## config.mk

```make
export PLATFORM = sky130hd
export DESIGN_NAME = hex_char_rotator
export DESIGN_NICKNAME = d
export VERILOG_FILES = /design/src/rtl/hex_char_rotator.sv
export SDC_FILE = /design/constraint.sdc
export NUM_CORES = 1
export LEC_CHECK = 0
export CAP_MARGIN = 5
export CORE_ASPECT_RATIO = 1.75
export CORE_MARGIN = 4
export CORE_UTILIZATION = 55
export DETAILED_ROUTE_END_ITERATION = 8
export GPL_TIMING_DRIVEN = 0
export HOLD_SLACK_MARGIN = 0.05
export MAX_ROUTING_LAYER = met4
export PLACE_DENSITY = 0.9
export RECOVER_POWER = 25
export SLEW_MARGIN = 15
export SYNTH_ARGS = -nofsm -noshare
export SYNTH_HDL_FRONTEND = slang
export SYNTH_SLANG_ARGS = --single-unit
```

## constraint.sdc

```tcl
create_clock -name CLOCK_50 -period 4.84 [get_ports CLOCK_50]
set_input_delay 1.21 -clock CLOCK_50 [delete_from_list [all_inputs] [get_ports CLOCK_50]]
set_output_delay 1.21 -clock CLOCK_50 [all_outputs]
set_load 0.005 [all_outputs]
```

## src/rtl/hex_char_rotator.sv

```systemverilog
// Scrolling three-digit 7-segment display: rotates character codes C0..C2 across HEX2..HEX0.
// Optional build macro HEX_ROT_BLINK_EN: blink the display while paused instead of freezing it.
module hex_char_rotator #(
  parameter int TICK_DIV = 50_000_000
) (
  input  logic       CLOCK_50,
  input  logic       RESET,
  input  logic [9:0] SW,
  output logic [6:0] HEX0,
  output logic [6:0] HEX1,
  output logic [6:0] HEX2,
  output logic [9:0] LEDR
);

  localparam int            CW      = $clog2(TICK_DIV);
  localparam logic [CW-1:0] CNT_MAX = CW'(TICK_DIV - 1);
  localparam logic [6:0]    BLANK   = 7'h7F;

  logic [1:0]    sync_meta;  // [1] pause, [0] direction
  logic [1:0]    sync_q;
  logic [CW-1:0] cnt;
  logic [CW-1:0] cnt_next;
  logic [1:0]    ptr;
  logic [1:0]    ptr_next;
  logic [1:0]    ptr_p1;
  logic [1:0]    ptr_p2;
  logic          paused;
  logic          dir;
  logic          wrap;
  logic          tick;
  logic [6:0]    hex0_q;
  logic [6:0]    hex1_q;
  logic [6:0]    hex2_q;
  logic          unused_sw;

  assign unused_sw = ^SW[7:6];

  function automatic logic [6:0] dec(input logic [1:0] code);
    unique case (code)
      2'b00:   dec = 7'b0100001;  // d
      2'b01:   dec = 7'b0000110;  // E
      2'b10:   dec = 7'b1111001;  // 1
      default: dec = BLANK;
    endcase
  endfunction

  function automatic logic [1:0] char_at(input logic [5:0] chars, input logic [1:0] idx);
    unique case (idx)
      2'd0:    char_at = chars[1:0];
      2'd1:    char_at = chars[3:2];
      default: char_at = chars[5:4];
    endcase
  endfunction

  assign paused = sync_q[1];
  assign dir    = sync_q[0];
  assign wrap   = (cnt == CNT_MAX);
  assign tick   = wrap && !paused;

  // Digit offsets mod 3; ptr+2 mod 3 equals ptr-1 mod 3.
  assign ptr_p1 = (ptr == 2'd2) ? 2'd0 : ptr + 2'd1;
  assign ptr_p2 = (ptr == 2'd0) ? 2'd2 : ptr - 2'd1;

  always_comb begin
    // NOTE: every output of this block gets a default first so no latch is inferred.
    cnt_next = cnt;
    ptr_next = ptr;
`ifdef HEX_ROT_BLINK_EN
    cnt_next = wrap ? '0 : cnt + 1'b1;
`else
    if (!paused) cnt_next = wrap ? '0 : cnt + 1'b1;
`endif
    if (tick) ptr_next = dir ? ptr_p2 : ptr_p1;
  end

  always_ff @(posedge CLOCK_50) begin
    // NOTE: state registers use non-blocking assignments so every flop samples pre-edge values.
    if (RESET) begin
      sync_meta <= '0;
      sync_q    <= '0;
      cnt       <= '0;
      ptr       <= '0;
      hex0_q    <= BLANK;
      hex1_q    <= BLANK;
      hex2_q    <= BLANK;
    end else begin
      sync_meta <= SW[9:8];
      sync_q    <= sync_meta;
      cnt       <= cnt_next;
      ptr       <= ptr_next;
      hex2_q    <= dec(char_at(SW[5:0], ptr));
      hex1_q    <= dec(char_at(SW[5:0], ptr_p1));
      hex0_q    <= dec(char_at(SW[5:0], ptr_p2));
    end
  end

`ifdef HEX_ROT_BLINK_EN
  logic phase;

  // Paused ticks only toggle the blink phase; leaving pause clears it at once.
  always_ff @(posedge CLOCK_50) begin
    if (RESET)       phase <= 1'b0;
    else if (!paused) phase <= 1'b0;
    else if (wrap)    phase <= ~phase;
  end

  assign HEX0 = phase ? BLANK : hex0_q;
  assign HEX1 = phase ? BLANK : hex1_q;
  assign HEX2 = phase ? BLANK : hex2_q;
`else
  assign HEX0 = hex0_q;
  assign HEX1 = hex1_q;
  assign HEX2 = hex2_q;
`endif

  assign LEDR = {sync_q, 6'b000000, ptr};

endmodule

```

# ---- Word-level counts from Yosys, hierarchy flattened
# Cells that the tools add are included.
dict set report word_totals {
  register_bits 53
  elab_cells 42
}
dict set report classes {
  add_sub_neg 3
  n_eq_ne 11
  n_mux 13
  reduce_logical 8
}
# cell n
set ops {}
lappend ops {{one-hot mux 7 bit (3 select lines)} 3}
lappend ops {{adder 26 x 1 -> 26 bit, second input constant} 1}
lappend ops {{== test 26 bit, second input constant} 1}
lappend ops {{2-to-1 mux 26 bit} 1}
lappend ops {{== test 2 x 1 -> 1 bit, second input constant} 6}
lappend ops {{zero test 2 bit} 6}
lappend ops {{2-to-1 mux 2 bit} 6}
lappend ops {{one-hot mux 2 bit (2 select lines)} 3}
lappend ops {{== test 2 bit, second input constant} 4}
lappend ops {{adder 2 x 1 -> 2 bit, second input constant} 1}
lappend ops {{subtractor 2 x 1 -> 2 bit, second input constant} 1}
lappend ops {{logical AND 1 bit} 1}
lappend ops {{zero test 1 bit} 1}

# ---- Depth between registers and ports, before layout
dict set report depth {
  ltp_word 7
  depth_mapped 6
  depth_no_buf 6
}

# ---- Least setup slack after synthesis
# No wires, ideal clock.
dict set report synth_timing {
  path_type {in2reg}
  startpoint {in RESET}
  endpoint {reg cnt[0]}
  setup_ns 0.128
  arrival_time_ns 2.196
  slack_ns 2.516
  cell_stages 5
  path_buffers 2
  path_cell_list {clkbuf_1 inv_1 o21ai_1 clkbuf_1 nor2_1}
}
# item line
set synth_rtl {}
lappend synth_rtl {{start, declared} 7} ;# input logic RESET,
lappend synth_rtl {{end signal, assigned} 89} ;# cnt <= cnt_next;
lappend synth_rtl {{end, declared} 21} ;# logic [CW-1:0] cnt;

# ---- Worst setup path in the final report
dict set report layout_timing {
  startpoint {reg hex1_q[4] (netlist: HEX1[4])}
  endpoint {out HEX1[4]}
}
# item line
set layout_rtl {}
lappend layout_rtl {{start, declared} 32} ;# logic [6:0] hex1_q;
lappend layout_rtl {{start signal, assigned} 92} ;# hex1_q <= dec(char_at(SW[5:0], ptr_p1));
lappend layout_rtl {{end, declared} 10} ;# output logic [6:0] HEX1,
# No word-level cell between the ends.

==> results.cfg <==
[clock_tree]
h-tree-depth = 2
cts_setup_buffers = 0
cts_buffers = 5
cts_root_buf = clkbuf_8
cts.sinks = 41
post_cts_resized = 0
cts_tree = built
cts_hold_buf = 0
clk_latency_ps = 300
clock_path_buffers = 2
path_clk_slew_ps = 80

[logic_synthesis]
synth_warnings = 0
seq_area_frac_synth_pct = 39.4
synthCells = 232
ys_top_cells_by_count = dfxtp_1 (41), nor2_1 (19), buf_4 (18), a21oi_1 (15)
syn_avg_cell_area_um2 = 8.98
synthArstFlopShare_pct = 0
synth_seq_cells = 41
synth_area_um2 = 2080
synth_ff_type = dfxtp_1
yosysMostFrequentCell = dfxtp_1
yosysTopAreaCell = dfxtp_1
synth_area_leaders = dfxtp_1 (39%), buf_4 (6.5%), ha_1 (4.8%)
synth_top_area_share_pct = 39.4
synth_enable_flop_cells = 0
ys_types = 44

[drt]
viasPerCell = 5.71
drt_pre_antenna_iters = 4
wl_mm = 4.36
postRouteAntennaNets = 0
post_drt_wl_per_cell_um = 13.5
drt-initial-drc-count = 37
vias = 1851
drc = 0

[placed_design]
preCtsSetupSlack_ps = 2130
gp_congestion = 0.874
dp_cells = 316
numPortBuffers = 33
dpl.hpwl_mm = 3.30

[sta]
fin_hold_ws_ps = 444
finalCritPeriodShare_pct = 51.3
final-max-slew-violation-count = 0
worst_clock_skew_ps = 5.68
rsz0062_at_grt = no
period_needed_ps = 2480
setup_tns_ps = 0
fin_ws_ps = 2360
setup_viol = 0
worstMarginPinSlew_ps = 841
finalHoldViolations = 0
fmax_mhz = 403
relSlewSlack_pct = 43.4

[worst_setup_path]
crit_arrival_ps = 1270
slowest_delay_ps = 480
critPathRequiredTime_ps = 3630
crit_path_top_delay_cell = clkdlybuf4s50_1
crit_path_start_kind = register
path_cells = buf_4 -> clkdlybuf4s50_1
path_buf_inv = 2
critical_path.top_delay_family = buffers and inverters
critPathMaxFanout = 3
crit_type = register to output port
cp-end-kind = output port

[floorplan]
start_util_pct = 57.4
die_h_um = 89.4
dieWidth_um = 54.5
core_um2 = 3630
num_rows = 29
io-pin-count = 43
fp.dieArea_um2 = 4880

[global_route]
grt_start_max_net_pins = 13
grt-ovfl-total = 0
grt_use_total_pct = 20.0
grt_pass1_wl_mm = 6.93
first_global_vias = 1655
antenna_found_initial = 0

[cells_and_area]
finalNetCount = 297
fill_cells = 284
drive_gt1_share_pct = 14.0
final_cells = 324
diodes = 0
area_growth_pct = 24.3

[power_and_ir_drop]
p_clk_share_pct = 37.3
power_density_nw_per_um2 = 255
power_frac_comb_pct = 9.1
swShare_pct = 22.3
p_switching_mw = 0.147
power.share.sequential_pct = 53.6
power_mw = 0.659
leakage_nw = 0.979
vdd_drop_max_mv = 0.239
p_int_mw = 0.512

[run]
cap_violations = 0

[run_status]
outcome = completed

[min_path]
hold_path.class = register to register
-- power groups by stage --
stage,Sequential (mW),Clock (mW),Combinational [mW]
CTS,0.353,0.252,0.0612
global route,0.355,0.264,0.0659
finish,0.353,0.246,0.0600
floorplan,0.360,0,0.0296
global placement,0.360,0,0.0595
detailed placement,0.361,0,0.0607
-- kinds of logic (layout without fill, tap and decap cells) --
| group | count (synthesis) | in the layout | share of synthesized area [%] |
|---|---|---|---|
| AOI/OAI and AO/OA | 42 | 42 | 12.1 |
| and+or+nand+nor | 95 | 95 | 27.1 |
| xor gates and xnor gates | 12 | 12 | 5.05 |
| other | 1 | 6 | 0.180 |
| DFF | 41 | 41 | 39.4 |
| adders and majority gates | 8 | 8 | 4.80 |
| buffers and inverters | 31 | 72 | 10.4 |
| muxes | 2 | 2 | 0.961 |
-- area by class of cell --
type                            count  area [um^2]  share of cell area, %
Buffer                             26          196                   7.58
Clock buffer                        7         96.3                   3.72
Clock inverter                      1         5.00                  0.193
Inverter                            5         18.8                  0.725
Multi-Input combinational cell    165         1060                   41.1
Sequential cell                    41          821                   31.7
Tap cell                           46         57.6                   2.22
Timing Repair Buffer               33          330                   12.8
-- layer usage --
| metal | GRT usage (%) | part of all wire [%] |
|---|---|---|
| met1 | 18.4 | 36 |
| met2 | 34.8 | 55 |
| met3 | 4.84 | 5.5 |
| met4 | 13.2 | 3.4 |
| met5 | - | 0 |
-- placed cells by master (no fill, tap or decap), types with 2 or more instances in the layout --
cell type / instances
dlygate4sd3_1: 4
or3_2: 2
nand2b_1: 2
nor2_1: 19
or3_1: 4
xnor2_1: 7
or4_1: 7
clkdlybuf4s50_1: 29
dfxtp_1: 41
mux2i_1: 2
nand3_1: 4
and4_1: 4
buf_4: 18
and2_1: 5
clkbuf_8: 7
a21oi_1: 15
o31ai_1: 7
buf_6: 4
conb_1: 6
nor2b_1: 5
nor4_1: 3
clkbuf_1: 3
nand2_1: 14
ha_1: 8
inv_1: 5
xor2_1: 5
and3_1: 2
o21ai_0: 11
a22oi_1: 4
nand4_1: 14
or2_2: 2
-- sequential cells by signal, indices dropped and copies added (netlist names) --
| signal | count |
|---|---|
| cnt | 26 |
| HEX1 | 3 |
| HEX0 | 3 |
| sync_meta | 2 |
| ptr | 2 |
| sync_q | 2 |
| HEX2 | 3 |
-- final timing paths --
kind,from,endpoint,slack [ps],cells past startpoint
worst min-delay path,sync_meta[0],sync_q[0],440,1
worst min register to register,sync_meta[0],sync_q[0],440,1
worst max-delay path,HEX1[4],HEX1[4],2360,2
worst max register to register,cnt[10],cnt[11],2410,6
-- metrics by stage --
step / util, % / cell area, um^2
final: 71.4 / 2590
after global routing: 71.4 / 2590
after CTS: 71.4 / 2590
after detailed placement: 68.6 / 2490
after global placement: 68.6 / 2490
after floorplan: - / 2100
(Power assumes the default switching activity.)
